<file path="config.mk">
export PLATFORM = sky130hd
export DESIGN_NAME = spi_target
export DESIGN_NICKNAME = d
export VERILOG_FILES = /design/src/rtl/spi_target.sv
export SDC_FILE = /design/constraint.sdc
export NUM_CORES = 1
export LEC_CHECK = 0
export BUFFER_PORTS_ARGS = -buffer_cell sky130_fd_sc_hd__buf_2
export CAP_MARGIN = 20
export CORE_MARGIN = 2
export CORE_UTILIZATION = 59
export CTS_CLUSTER_SIZE = 16
export DETAILED_ROUTE_END_ITERATION = 16
export PLACE_DENSITY_LB_ADDON = 0.3
export SLEW_MARGIN = 20
export SYNTH_ARGS = -nofsm -noshare
export SYNTH_HDL_FRONTEND = slang
export SYNTH_SLANG_ARGS = --single-unit
</file>
<file path="constraint.sdc">
create_clock -name clk -period 4.8 [get_ports clk]
set_clock_uncertainty 0.15 [all_clocks]
set_input_delay 0.24 -clock clk [delete_from_list [all_inputs] [get_ports clk]]
set_output_delay 0.24 -clock clk [all_outputs]
set_load 0.01 [all_outputs]
</file>
<file path="src/rtl/spi_target.sv">
// spi_target: SPI mode-0 target with oversampled pins and a byte-wide rd/wr CPU port.
// Define SPI_TARGET_IRQ_EN to add the irq output (rx_valid | CS release held until rd).
module spi_target #(
  parameter int         SYNC_STAGES = 2,
  parameter logic [7:0] IDLE_BYTE   = 8'hFF
) (
  input  logic       clk,
  input  logic       reset,
  input  logic       spi_sck,
  input  logic       spi_mosi,
  input  logic       spi_cs_n,
  output logic       spi_miso,
  output logic       spi_miso_oe,
  input  logic       rd,
  input  logic       wr,
  input  logic [7:0] tx_data,
  output logic [7:0] rx_data,
  output logic       rx_valid,
  output logic       tx_full,
  output logic       overrun,
  output logic       selected
`ifdef SPI_TARGET_IRQ_EN
  ,
  output logic       irq
`endif
);
  typedef enum logic {IDLE, SHIFT} state_t;
  state_t state;
  logic [SYNC_STAGES-1:0] sck_q, mosi_q, cs_q;
  logic sck_s, mosi_s, cs_s, sck_d, cs_d;
  logic sck_rise, sck_fall, cs_fall, cs_rise;
  logic active, byte_done, reload;
  logic [2:0] bit_cnt;
  logic [6:0] rx_shift, tx_shift;
  logic [7:0] tx_hold, load_byte;
  assign sck_s = sck_q[SYNC_STAGES-1];
  assign mosi_s = mosi_q[SYNC_STAGES-1];
  assign cs_s = cs_q[SYNC_STAGES-1];
  assign selected = cs_s;
  always_comb begin
    sck_rise = sck_s & ~sck_d;
    sck_fall = ~sck_s & sck_d;
    cs_fall = cs_s & ~cs_d;
    cs_rise = ~cs_s & cs_d;
    active = state == SHIFT && !cs_rise;
    byte_done = active && sck_rise && bit_cnt == 3'd7;
    reload = (state == IDLE && cs_fall) || (active && sck_fall && bit_cnt == 3'd0);
    load_byte = tx_full ? tx_hold : IDLE_BYTE;
  end
  always_ff @(posedge clk) begin
    if (reset) begin
      sck_q <= '0;
      mosi_q <= '0;
      cs_q <= '0;
      sck_d <= 1'b0;
      cs_d <= 1'b0;
    end else begin
      sck_q <= {sck_q[SYNC_STAGES-2:0], spi_sck};
      mosi_q <= {mosi_q[SYNC_STAGES-2:0], spi_mosi};
      cs_q <= {cs_q[SYNC_STAGES-2:0], ~spi_cs_n};
      sck_d <= sck_s;
      cs_d <= cs_s;
    end
  end
  // tx_shift holds only the bits still to go; spi_miso already carries the current one
  always_ff @(posedge clk) begin
    if (reset) begin
      state <= IDLE;
      bit_cnt <= '0;
      rx_shift <= '0;
      tx_shift <= '0;
      tx_hold <= '0;
      rx_data <= '0;
      rx_valid <= 1'b0;
      tx_full <= 1'b0;
      overrun <= 1'b0;
      spi_miso <= 1'b0;
      spi_miso_oe <= 1'b0;
    end else begin
      rx_valid <= byte_done | (rx_valid & ~rd);
      overrun <= ~rd & (overrun | (byte_done & rx_valid));
      tx_full <= wr | (tx_full & ~reload);
      if (wr) tx_hold <= tx_data;
      if (byte_done) rx_data <= {rx_shift, mosi_s};
      if (reload) begin
        tx_shift <= load_byte[6:0];
        spi_miso <= load_byte[7];
      end else if (active && sck_fall) begin
        tx_shift <= {tx_shift[5:0], 1'b0};
        spi_miso <= tx_shift[6];
      end
      if (active && sck_rise) begin
        rx_shift <= {rx_shift[5:0], mosi_s};
        bit_cnt <= bit_cnt + 3'd1;
      end
      if (state == IDLE && cs_fall) begin
        state <= SHIFT;
        bit_cnt <= '0;
        spi_miso_oe <= 1'b1;
      end else if (state == SHIFT && cs_rise) begin
        state <= IDLE;
        bit_cnt <= '0;
        spi_miso_oe <= 1'b0;
      end
    end
  end
`ifdef SPI_TARGET_IRQ_EN
  logic cs_flag;
  always_ff @(posedge clk) begin
    if (reset) begin
      cs_flag <= 1'b0;
      irq <= 1'b0;
    end else begin
      cs_flag <= cs_rise | (cs_flag & ~rd);
      irq <= byte_done | (rx_valid & ~rd) | cs_rise | (cs_flag & ~rd);
    end
  end
`endif
endmodule

</file>
==> reports/metrics.yaml <==
timing:
  worst-slew-pin-transition_ns: 0.670
  slew_violations: 0
  fin_crit_sh_pct: 40.0
  fmax_mhz: 521
  fin_crit_ns: 1.92
  hold_violations: 0
  fin_setup_tns_ns: 0
  setup_viol: 0
  rsz0062_at_grt: "no"
  fin_ws_ns: 2.88
  max-slew-margin-rel_pct: 55.3
outcome:
  outcome: "completed"
placed_design:
  port_buffers: 28
  dp_hpwl_um: 2150
  pre_cts_ws_ns: 2.85
  gp_congestion: 0.784
drt:
  drtPass1Iterations: 4
  vias_per_cell: 5.17
  wl_um: 3100
  drc: 0
  ant_nets: 0
  routedWlPerCell_um: 12.4
  drt_iter0_drc: 42
  routed-via-count: 1287
logic_synthesis:
  yosysSeqAreaShare_pct: 51.3
  synthDistinctLibCells: 28
  synth_area_sq_mm: 0.00179
  yosysWarnings: 0
  syn-num-nets: 196
  synth-seq-cells: 46
  synth_top_area_share_pct: 51.3
  yosysTopAreaCell: "dfxtp_1"
  syn_area_per_cell_sq_um: 10.1
  syn_inst: 178
  synth_area_leaders: "dfxtp_1 51%, mux2i_1 18%, nor2_1 6.3%, nor2b_1 3.8%, nand2b_1 3.5%"
clock_network:
  post-cts-setup-buffers: 0
  clkLatencyLatePin_ns: 0.35
  cts_sinks: 46
  clk_pin_slew_ns: 0.12
  cts_tree: "done"
  clockBufferDepth: 2
  cts_root_buf: "clkbuf_4"
  htree_levels: 2
  cts_buffers: 5
setup_path:
  crit_slowest_cell: "nand4_1"
  crit_chain: "nand2b_1 > nand4_1 > mux2i_1 > nor2_1"
  cp-end-kind: "register"
  cp.required_ns: 4.87
  cp-start-kind: "register"
  path_class: "register to register"
  rrSetupSlack_ns: 2.88
  cp.arrival_ns: 1.99
  crit_path_max_incr_delay_ns: 0.55
  cp_max_fo: 10
layout:
  drive_gt1_share_pct: 18.1
  final_nets: 233
  antenna_cells: 0
  final_util_pct: 71.0
  syn_to_final_growth_pct: 17.9
floorplanning:
  die_area_sq_mm: 0.00350
  initial_core_util_pct: 60.3
  core_sq_mm: 0.00298
  io_pins: 29
  die_w_um: 59.1
  num_rows: 20
  die_h_um: 59.1
global_routing:
  grt_pass1_wl_um: 5130
  antenna_found_initial: 0
  grt_pass1_vias: 1232
  grt_overflow: 0
  grtUsageTotal_pct: 19.8
  grt_max_degree: 41
power_and_ir_drop:
  leakage_nw: 1.03
  p_per_area_mw_per_mm2: 321
  ir_drop_v: 0.000219
run:
  maxCapViolCount: 0
hold_path:
  hp-class: "input pin to register"
==> cells in the mapped netlist <==
master / number
nand2_1: 7
nor2b_1: 11
a211o_1: 1
or2_4: 1
nand3b_1: 1
a31oi_1: 1
nand2b_1: 10
buf_6: 1
o31ai_1: 1
ha_1: 3
nand3_1: 2
mux2i_1: 32
xnor2_1: 1
nor2_2: 1
buf_1: 1
nor2_1: 30
buf_4: 2
a311oi_2: 1
o21a_1: 1
inv_1: 5
a21oi_1: 3
o21ai_1: 8
a41o_1: 1
buf_2: 1
nand4_1: 1
dfxtp_1: 46
clkbuf_1: 4
nor3b_4: 1
==> layout by cell type (no fill, tap or decap), types with 2 or more instances in the layout <==
cell type	n
dlygate4sd3_1	11
clkbuf_4	5
ha_1	3
inv_1	5
nand2b_1	10
nand2_1	7
dfxtp_1	46
o21ai_1	8
mux2i_1	32
nand3_1	2
buf_2	28
nor2_1	30
nor2b_1	11
a21oi_1	3
==> final cells by class <==
class                           count  area, sq um
Sequential cell                    46          921
Inverter                            5         18.8
Clock inverter                      2         37.5
Multi-Input combinational cell    118          805
Timing Repair Buffer               39          250
Clock buffer                        6         41.3
Tap cell                           33         41.3
Fill cell                         227          863
==> sequential cells by signal (all words and copies together), names as in the netlist, 2 cells and up <==
register,count
bit_cnt,3
cs_q,2
mosi_q,2
rx_data,8
rx_shift,7
sck_q,2
tx_hold,8
tx_shift,7
==> kinds of logic after synthesis <==
kind of cell             synth area share [%]
AO/OA/AOI/OAI                            6.14
buffers and inverters                    3.83
AND/OR/NAND/NOR                          18.3
adder cells (fa/ha/maj)                  2.09
flip-flops                               51.3
multiplexers                             17.9
XOR/XNOR                                0.488
==> where the power goes <==
part / switching, W / internal [W] / leakage [nW]
logic: 0.0000242 / 0.0000269 / 0.615
clock network: 0.000116 / 0.000110 / 0.0385
registers: 0.00000842 / 0.000393 / 0.375
total: 0.000149 / 0.000530 / 1.03
==> worst paths after layout <==
check | from | endpoint | cells after the start
setup / recovery | cs_q[1]$_SDFF_PP0_ | rx_data[2]$_SDFFE_PP0P_ | 4
setup reg to reg | cs_q[1]$_SDFF_PP0_ | rx_data[2]$_SDFFE_PP0P_ | 4
hold / removal | tx_data[4] | tx_hold[4]$_SDFFE_PP0P_ | 3
hold reg to reg | mosi_q[0]$_SDFF_PP0_ | mosi_q[1]$_SDFF_PP0_ | 1
==> what timing repair did <==
| action | in CTS | in global routing |
|---|---|---|
| hold buffers | 11 | 0 |
| gates resized for setup | 0 | 0 |
| endpoints found under the hold margin | 12 | 0 |
==> critical path, delay by kind of cell (launching register included) <==
| family | cells | cell delay, ns |
|---|---|---|
| DFF | 1 | 0.39 |
| muxes | 1 | 0.35 |
| and+or+nand+nor | 3 | 0.90 |
==> stage by stage <==
stage | instance area [sq um] | hold WS (ns) | power (W) | std cells
2_1_floorplan | 1790 | 0.162 | 0.000441 | 178
6_report | 2110 | 0.0331 | 0.000679 | 249
3_5_place_dp | 1930 | 0.251 | 0.000455 | 230
3_3_place_gp | 1930 | 0.253 | 0.000453 | 230
4_1_cts | 2110 | 0.0226 | 0.000687 | 249
5_1_grt | 2110 | 0.0386 | 0.000708 | 249
==> metal layers <==
layer / vias to the layer above / wire length [um] / global-route usage [%]
met5: - / 0 / 0
met2: 26 / 1610 / 37.5
met4: 0 / 51 / 7.79
met3: 7 / 120 / 5.90
li1: 663 / - / -
met1: 591 / 1320 / 20.0
No activity file was read; power rests on OpenSTA's default activity.
